==> config.mk <==
export PLATFORM = sky130hd
export DESIGN_NAME = mem_access_unit
export DESIGN_NICKNAME = d
export VERILOG_FILES = /design/src/rtl/mem_access_unit.sv
export SDC_FILE = /design/constraint.sdc
export NUM_CORES = 1
export LEC_CHECK = 0
export ABC_CLOCK_PERIOD_IN_PS = 8160
export CAP_MARGIN = 40
export CORE_ASPECT_RATIO = 0.7
export CORE_MARGIN = 4
export CORE_UTILIZATION = 65
export CTS_BUF_LIST = sky130_fd_sc_hd__clkbuf_4
export DETAILED_ROUTE_END_ITERATION = 16
export DONT_BUFFER_PORTS = 1
export PLACE_DENSITY = 0.89
export SYNTH_ARGS = -nofsm -noshare
export SYNTH_HDL_FRONTEND = slang
export SYNTH_SLANG_ARGS = --single-unit
==> constraint.sdc <==
create_clock -name clk -period 8.16 [get_ports clk]
set_clock_uncertainty 0.1 [all_clocks]
set_input_delay 0.816 -clock clk [delete_from_list [all_inputs] [get_ports clk]]
set_output_delay 0.816 -clock clk [all_outputs]
set_load 0.05 [all_outputs]
==> src/rtl/mem_access_unit.sv <==
// Load/store sequencer between execute and the data-memory bus: decodes funct3,
// splits misaligned accesses into byte beats and sign/zero-extends load data.
`ifndef MEM_ACCESS_UNIT_DEFS
`define MEM_ACCESS_UNIT_DEFS
`define ADDR_W 32
`define WORD_W 32
`define MEM_COUNT_W 2
`define MEM_COUNT_NONE 2'd0
`define MEM_COUNT_BYTE 2'd1
`define MEM_COUNT_HALF 2'd2
`define MEM_COUNT_WORD 2'd3
`define MEM_CODE_W 2
`define MEM_CODE_OK 2'd0
`define MEM_CODE_OUT_OF_BOUNDS 2'd1
`endif

module mem_access_unit #(
  parameter bit SPLIT_MISALIGNED = 1'b1
) (
  input  logic                    clk,
  input  logic                    aresetn,
  input  logic                    i_valid,
  output logic                    o_ready,
  input  logic                    i_is_store,
  input  logic [2:0]              i_funct3,
  input  logic [`ADDR_W-1:0]      i_addr,
  input  logic [`WORD_W-1:0]      i_wr_data,
  output logic [`ADDR_W-1:0]      o_mem_req_addr,
  output logic [`WORD_W-1:0]      o_mem_req_wr_data,
  output logic                    o_mem_req_wr_en,
  output logic [`MEM_COUNT_W-1:0] o_mem_req_count,
  input  logic [`WORD_W-1:0]      i_mem_res_data,
  input  logic [`MEM_CODE_W-1:0]  i_mem_res_code,
  output logic                    o_done,
  output logic [`WORD_W-1:0]      o_rd_data,
  output logic                    o_fault
);

  typedef enum logic [1:0] {IDLE, REQ, WAIT, DONE} state_e;

  state_e                  state_q, state_d;
  logic                    is_store_q, is_store_d;
  logic [2:0]              funct3_q, funct3_d;
  logic [`ADDR_W-1:0]      base_q, base_d;
  logic [`WORD_W-1:0]      wdata_q, wdata_d;
  logic                    split_q, split_d;
  logic [1:0]              beat_q, beat_d;
  logic [1:0]              last_q, last_d;
  logic [`MEM_COUNT_W-1:0] count_q, count_d;
  logic [`WORD_W-1:0]      asm_q, asm_d;
  logic [`WORD_W-1:0]      rd_q, rd_d;
  logic                    fault_q, fault_d;
  logic [`ADDR_W-1:0]      req_addr_q, req_addr_d;
  logic [`WORD_W-1:0]      req_data_q, req_data_d;

  logic                    op_ok;
  logic                    misaligned;
  logic [`MEM_COUNT_W-1:0] size_cnt;
  logic [`WORD_W-1:0]      sized_wdata;
  logic [1:0]              beat_nx;
  logic [`WORD_W-1:0]      asm_nx;
  logic [`WORD_W-1:0]      ext;

  // Decode of the request currently offered by execute.
  always_comb begin
    op_ok       = 1'b0;
    size_cnt    = `MEM_COUNT_WORD;
    sized_wdata = i_wr_data;
    case (i_funct3)
      3'b000, 3'b001, 3'b010: op_ok = 1'b1;
      3'b100, 3'b101:         op_ok = !i_is_store;
      default:                op_ok = 1'b0;
    endcase
    misaligned = ((i_funct3[1:0] == 2'b01) && i_addr[0]) ||
                 ((i_funct3[1:0] == 2'b10) && (i_addr[1:0] != 2'b00));
    case (i_funct3[1:0])
      2'b00: begin
        size_cnt    = `MEM_COUNT_BYTE;
        sized_wdata = {{(`WORD_W-8){1'b0}}, i_wr_data[7:0]};
      end
      2'b01: begin
        size_cnt    = `MEM_COUNT_HALF;
        sized_wdata = {{(`WORD_W-16){1'b0}}, i_wr_data[15:0]};
      end
      default: begin
        size_cnt    = `MEM_COUNT_WORD;
        sized_wdata = i_wr_data;
      end
    endcase
  end

  // Split beats deposit one byte at lane beat_q; aligned beats take the whole response.
  always_comb begin
    beat_nx = beat_q + 2'd1;
    asm_nx  = split_q ? (asm_q | ({{(`WORD_W-8){1'b0}}, i_mem_res_data[7:0]} << {beat_q, 3'b000}))
                      : i_mem_res_data;
    case (funct3_q)
      3'b000:  ext = {{(`WORD_W-8){asm_nx[7]}}, asm_nx[7:0]};
      3'b001:  ext = {{(`WORD_W-16){asm_nx[15]}}, asm_nx[15:0]};
      3'b100:  ext = {{(`WORD_W-8){1'b0}}, asm_nx[7:0]};
      3'b101:  ext = {{(`WORD_W-16){1'b0}}, asm_nx[15:0]};
      default: ext = asm_nx;
    endcase
  end

  always_comb begin
    state_d    = state_q;
    is_store_d = is_store_q;
    funct3_d   = funct3_q;
    base_d     = base_q;
    wdata_d    = wdata_q;
    split_d    = split_q;
    beat_d     = beat_q;
    last_d     = last_q;
    count_d    = count_q;
    asm_d      = asm_q;
    rd_d       = rd_q;
    fault_d    = fault_q;
    req_addr_d = req_addr_q;
    req_data_d = req_data_q;
    case (state_q)
      IDLE: begin
        if (i_valid) begin
          is_store_d = i_is_store;
          funct3_d   = i_funct3;
          base_d     = i_addr;
          wdata_d    = i_wr_data;
          asm_d      = '0;
          beat_d     = 2'd0;
          if (!op_ok || (misaligned && !SPLIT_MISALIGNED)) begin
            fault_d = 1'b1;
            rd_d    = '0;
            state_d = DONE;
          end else begin
            split_d    = misaligned;
            last_d     = !misaligned ? 2'd0 : ((i_funct3[1:0] == 2'b01) ? 2'd1 : 2'd3);
            count_d    = misaligned ? `MEM_COUNT_BYTE : size_cnt;
            req_addr_d = i_addr;
            req_data_d = misaligned ? {{(`WORD_W-8){1'b0}}, i_wr_data[7:0]} : sized_wdata;
            state_d    = REQ;
          end
        end
      end
      REQ: state_d = WAIT;
      WAIT: begin
        if (i_mem_res_code == `MEM_CODE_OUT_OF_BOUNDS) begin
          fault_d = 1'b1;
          rd_d    = '0;
          state_d = DONE;
        end else begin
          asm_d = asm_nx;
          if (beat_q != last_q) begin
            beat_d     = beat_nx;
            req_addr_d = base_q + `ADDR_W'(beat_nx);
            req_data_d = {{(`WORD_W-8){1'b0}}, wdata_q[{beat_nx, 3'b000} +: 8]};
            state_d    = REQ;
          end else begin
            fault_d = 1'b0;
            rd_d    = is_store_q ? '0 : ext;
            state_d = DONE;
          end
        end
      end
      default: state_d = IDLE;
    endcase
  end

  always_ff @(posedge clk or negedge aresetn) begin
    if (!aresetn) begin
      state_q    <= IDLE;
      is_store_q <= 1'b0;
      funct3_q   <= 3'd0;
      base_q     <= '0;
      wdata_q    <= '0;
      split_q    <= 1'b0;
      beat_q     <= 2'd0;
      last_q     <= 2'd0;
      count_q    <= `MEM_COUNT_NONE;
      asm_q      <= '0;
      rd_q       <= '0;
      fault_q    <= 1'b0;
      req_addr_q <= '0;
      req_data_q <= '0;
    end else begin
      state_q    <= state_d;
      is_store_q <= is_store_d;
      funct3_q   <= funct3_d;
      base_q     <= base_d;
      wdata_q    <= wdata_d;
      split_q    <= split_d;
      beat_q     <= beat_d;
      last_q     <= last_d;
      count_q    <= count_d;
      asm_q      <= asm_d;
      rd_q       <= rd_d;
      fault_q    <= fault_d;
      req_addr_q <= req_addr_d;
      req_data_q <= req_data_d;
    end
  end

  assign o_ready           = (state_q == IDLE);
  assign o_done            = (state_q == DONE);
  assign o_fault           = fault_q;
  assign o_rd_data         = rd_q;
  assign o_mem_req_addr    = req_addr_q;
  assign o_mem_req_wr_data = req_data_q;
  assign o_mem_req_count   = (state_q == REQ) ? count_q : `MEM_COUNT_NONE;
  assign o_mem_req_wr_en   = (state_q == REQ) && is_store_q;

endmodule

==> impl_summary.md <==
Clock network
The number of clock sinks is between 200 and 250. The TritonCTS clock tree is yes. The total number of H-tree levels is 2.

The number of clock buffers inserted by TritonCTS is 49. The clock latency of the later-clocked register in the worst-skew pair is slightly above 0.6 ns. The library cell used as clock root buffer is sky130_fd_sc_hd__clkbuf_4.

The total of cells resized after clock tree synthesis is 0. The maximum root-to-sink buffer count is 3. After clock tree synthesis, the clock-pin slew on the worst setup and hold paths is 0.07 ns.

Pwr
The combinational share of power is 0.331. The peak supply drop is between 0.2 and 0.3 mV. The switching power of the nets is 2.670 mW.

The power per cell area is approximately 520 nW/um^2. Of the total power, the share spent switching nets is 0.5141. Cell internal power was estimated by the tool at about 2.5 mW. Summed over all cells, the static leakage comes to around 4.6 nW.

The share of total power dissipated in sequential elements is 0.522. The clock share of power is 0.146.

STA
The final clock period utilization by the worst path is 0.4747. The minimum clock period is between 3 and 4 ns. The measured slew at the worst slew-check pin is 0.9918 ns. The highest attainable clock frequency is about 260 MHz. Summed over all failing endpoints, the final setup total negative slack is 0 ns. The final count of hold timing violations came to 0. Headroom to the max-slew limit came out at 0.3388. Setup repair after global routing left no endpoint under its margin. Setup violations remaining at the end of the flow were counted as 0. The count of final max-slew check failures is 0. The worst hold-check slack is around 0.17 ns.

Floorplan
The die covers about 16000 sq um. The die is 108.3 um tall. The effective utilization at floorplan is 0.6675. The horizontal extent of the die is approximately 150 um. The standard cell core area is around 14000 sq um. The initialized floorplan defines 36 standard-cell rows.

For this design the top-level I/O count stands at about 210.

Synth
By area the synthesized netlist is led by sky130_fd_sc_hd__dfrtp_1, sky130_fd_sc_hd__nand2_1, sky130_fd_sc_hd__o21ai_0. The average footprint of a synthesized cell is roughly 9.7 sq um. The cell area after synthesis is ~9400 sq um. The share of the yosys chip area belonging to registers is 0.5486. After technology mapping, the gate count stands at between 900 and 1000. The synthesized netlist net count is 1070. The most frequently used flop master after synthesis is sky130_fd_sc_hd__dfrtp_1. The share of synthesized area in the top cell type comes to 0.5486. Yosys mapped a number of flops with a built-in enable equal to 0. The number of different library cells used by synthesis comes to 49.

The Yosys warning count is 0. The cell taking the most area after synthesis is sky130_fd_sc_hd__dfrtp_1. In the synthesized netlist the async set-or-reset flop fraction comes to 1.000. Synthesis inferred 205 register bits.

Routing
The pre-antenna-repair detailed-routing pass consisted of 5 iterations. The routed via count divided by cell count is roughly 6.5. The count of nets left with antenna violations once routing finished came out at 0.

For this run, design rule violations remaining after detail routing come to 0. Detailed routing inserted a total of between 7000 and 8000 vias. The routed design has around 26000 um of wire. In the final routed layout, each cell accounts on average for ~22 um. The first routing iteration left 751 violations.

Placement
The congestion estimate from routability-driven global placement came to approximately 0.94. In this run the tool buffered the top-level ports with 0 buffer cells. The half-perimeter wire length of the detailed placement result is roughly 17000 um.

Setup path
The critical path data required time is around 8.6 ns. STA classifies the critical path startpoint as a flip-flop. The capturing element type of the critical path is a flip-flop. Tracing the worst setup path back leads to its startpoint at beat_q[1]. The critical path is of the flip-flop to flip-flop type. The startpoint of the lowest-slack register-to-register path is beat_q[1].

Along the worst path, the maximum fanout reaches 15. For the worst setup path, the data arrival time is approximately 4.3 ns.

Global routing
The number of antenna violations at the first check in global routing is 0. The via count of the first global-routing pass is approximately 7500. Global routing finished with a remaining overflow of 0. The first global-routing pass estimated 40720 um of wire. Entering global routing, the biggest net connects 206 pins.

The combined global-route utilization of all metal layers is 0.3194.

Cells and area
0 antenna diodes ended up in the layout. Of the cells placed in the final design, the portion with a size suffix greater than 1 is 0.1362. Once layout is complete, the utilization of the core stands at 0.7193.

Relative to the synthesized area, the layout overhead comes to 7.761%. For this run, the post-layout net count is between 1000 and 1500. The filler cell count in the final layout is 1009.

Run status
The run finished with clean final reports.

Job
The tool flagged a number of max-cap violations equal to 0.

Hold path
The worst min-delay path category is input pin to async pin.
## flip-flops by register name, summed over array words and instances, names as in the netlist
register,cells
asm_q,32
base_q,32
o_mem_req_addr,32
o_mem_req_wr_data,32
o_rd_data,32
wdata_q,32
funct3_q,3
beat_q,2
count_q,2
last_q,2
state_q,2
is_store_q,1
o_fault,1
## power by group through the flow
stage	Combinational, mW	Sequential [mW]	Clock (mW)
floorplan	1.33	2.55	0
global placement	1.58	2.70	0
detailed placement	1.68	2.72	0
CTS	1.71	2.71	0.770
global route	1.93	2.77	0.831
finish	1.72	2.71	0.759
## timing repair
| action | in CTS | in global routing |
|---|---|---|
| hold endpoints to repair | 205 | 0 |
| hold buffers | 1 | 0 |
| buffers inserted | 0 | 0 |
## per-layer routing
layer	vias up	part of all wire	routed length (um)	track usage
met5	-	0	0	0
li1	3399	-	-	-
met1	3700	0.41	10690	0.4675
met3	60	0.14	3502	0.1286
met2	465	0.43	11070	0.4422
met4	0	0.023	590	0.09379
## cell type report
type                       instances  area (sq um)  area share
multi-input combinational        684          3956      0.3926
clock buffer                      66         495.5     0.04917
sequential                       205          5130      0.5091
clock inverter                     7         31.28    0.003104
timing repair buffer              18         183.9     0.01825
inverter                          11         41.29    0.004098
tap                              190         237.7     0.02359
## synthesized netlist by cell type (16+ instances only)
cell,instances
sky130_fd_sc_hd__nor2_1,68
sky130_fd_sc_hd__o21ai_0,67
sky130_fd_sc_hd__a22o_1,33
sky130_fd_sc_hd__nand2_1,222
sky130_fd_sc_hd__dfrtp_1,205
sky130_fd_sc_hd__a22oi_1,20
sky130_fd_sc_hd__a31oi_1,16
sky130_fd_sc_hd__a221o_1,16
sky130_fd_sc_hd__mux2_2,26
sky130_fd_sc_hd__xor2_1,16
sky130_fd_sc_hd__clkbuf_1,46
sky130_fd_sc_hd__a21oi_1,65
sky130_fd_sc_hd__nand3_1,28
## critical path: stages, from the launching register on
cell,delay (ns)
sky130_fd_sc_hd__dfrtp_1,0.83
sky130_fd_sc_hd__nor2b_1,0.72
sky130_fd_sc_hd__or2_2,0.28
sky130_fd_sc_hd__fa_1,0.25
sky130_fd_sc_hd__nand4_1,0.32
sky130_fd_sc_hd__nor3_1,0.78
sky130_fd_sc_hd__nand3_1,0.18
sky130_fd_sc_hd__xor2_1,0.19
sky130_fd_sc_hd__o21ai_0,0.13
## final timing paths
check / to / cells after the start / slack [ns]
max: o_mem_req_addr[28] / 8 / 4.29
min: o_mem_req_wr_data[3] / 1 / 0.17
max reg2reg: o_mem_req_addr[28] / 8 / 4.29
min reg2reg: wdata_q[9] / 2 / 0.38
max in group asynchronous: last_q[1] / 1 / 7.06
min in group clk: count_q[0] / 1 / 0.19
## logic make-up (layout without fill, tap and decap cells)
kind of cell	count (synthesis)	in the layout	synth area share
compound gates	234	234	0.1611
xor+xnor	29	29	0.02716
fa+ha+maj	3	3	0.004817
buf+inv	73	102	0.03171
flops	205	205	0.5486
mux	35	35	0.05165
simple gates	383	383	0.1749
## per-stage QoR
| stage | power, mW | setup WS, ns | instance area, sq um | instances |
|---|---|---|---|---|
| after global routing | 5.525 | 3.851 | 10080 | 1181 |
| final | 5.194 | 4.287 | 10080 | 1181 |
| after detailed placement | 4.397 | 4.353 | 9522 | 1107 |
| after global placement | 4.275 | 4.578 | 9440 | 1100 |
| after floorplan | 3.883 | 5.037 | 9350 | 962 |
| after CTS | 5.185 | 4.330 | 10080 | 1181 |
## layout by cell type (no fill, tap or decap), types with 20 or more instances in the layout
cell type	Yosys	layout
sky130_fd_sc_hd__o21ai_0	67	67
sky130_fd_sc_hd__clkbuf_4	0	66
sky130_fd_sc_hd__a22oi_1	20	20
sky130_fd_sc_hd__dfrtp_1	205	205
sky130_fd_sc_hd__a22o_1	33	33
sky130_fd_sc_hd__nand3_1	28	28
sky130_fd_sc_hd__mux2_2	26	26
sky130_fd_sc_hd__nor2_1	68	68
sky130_fd_sc_hd__nand2_1	222	222
sky130_fd_sc_hd__a21oi_1	65	64
Power figures use the tool's default switching activity.
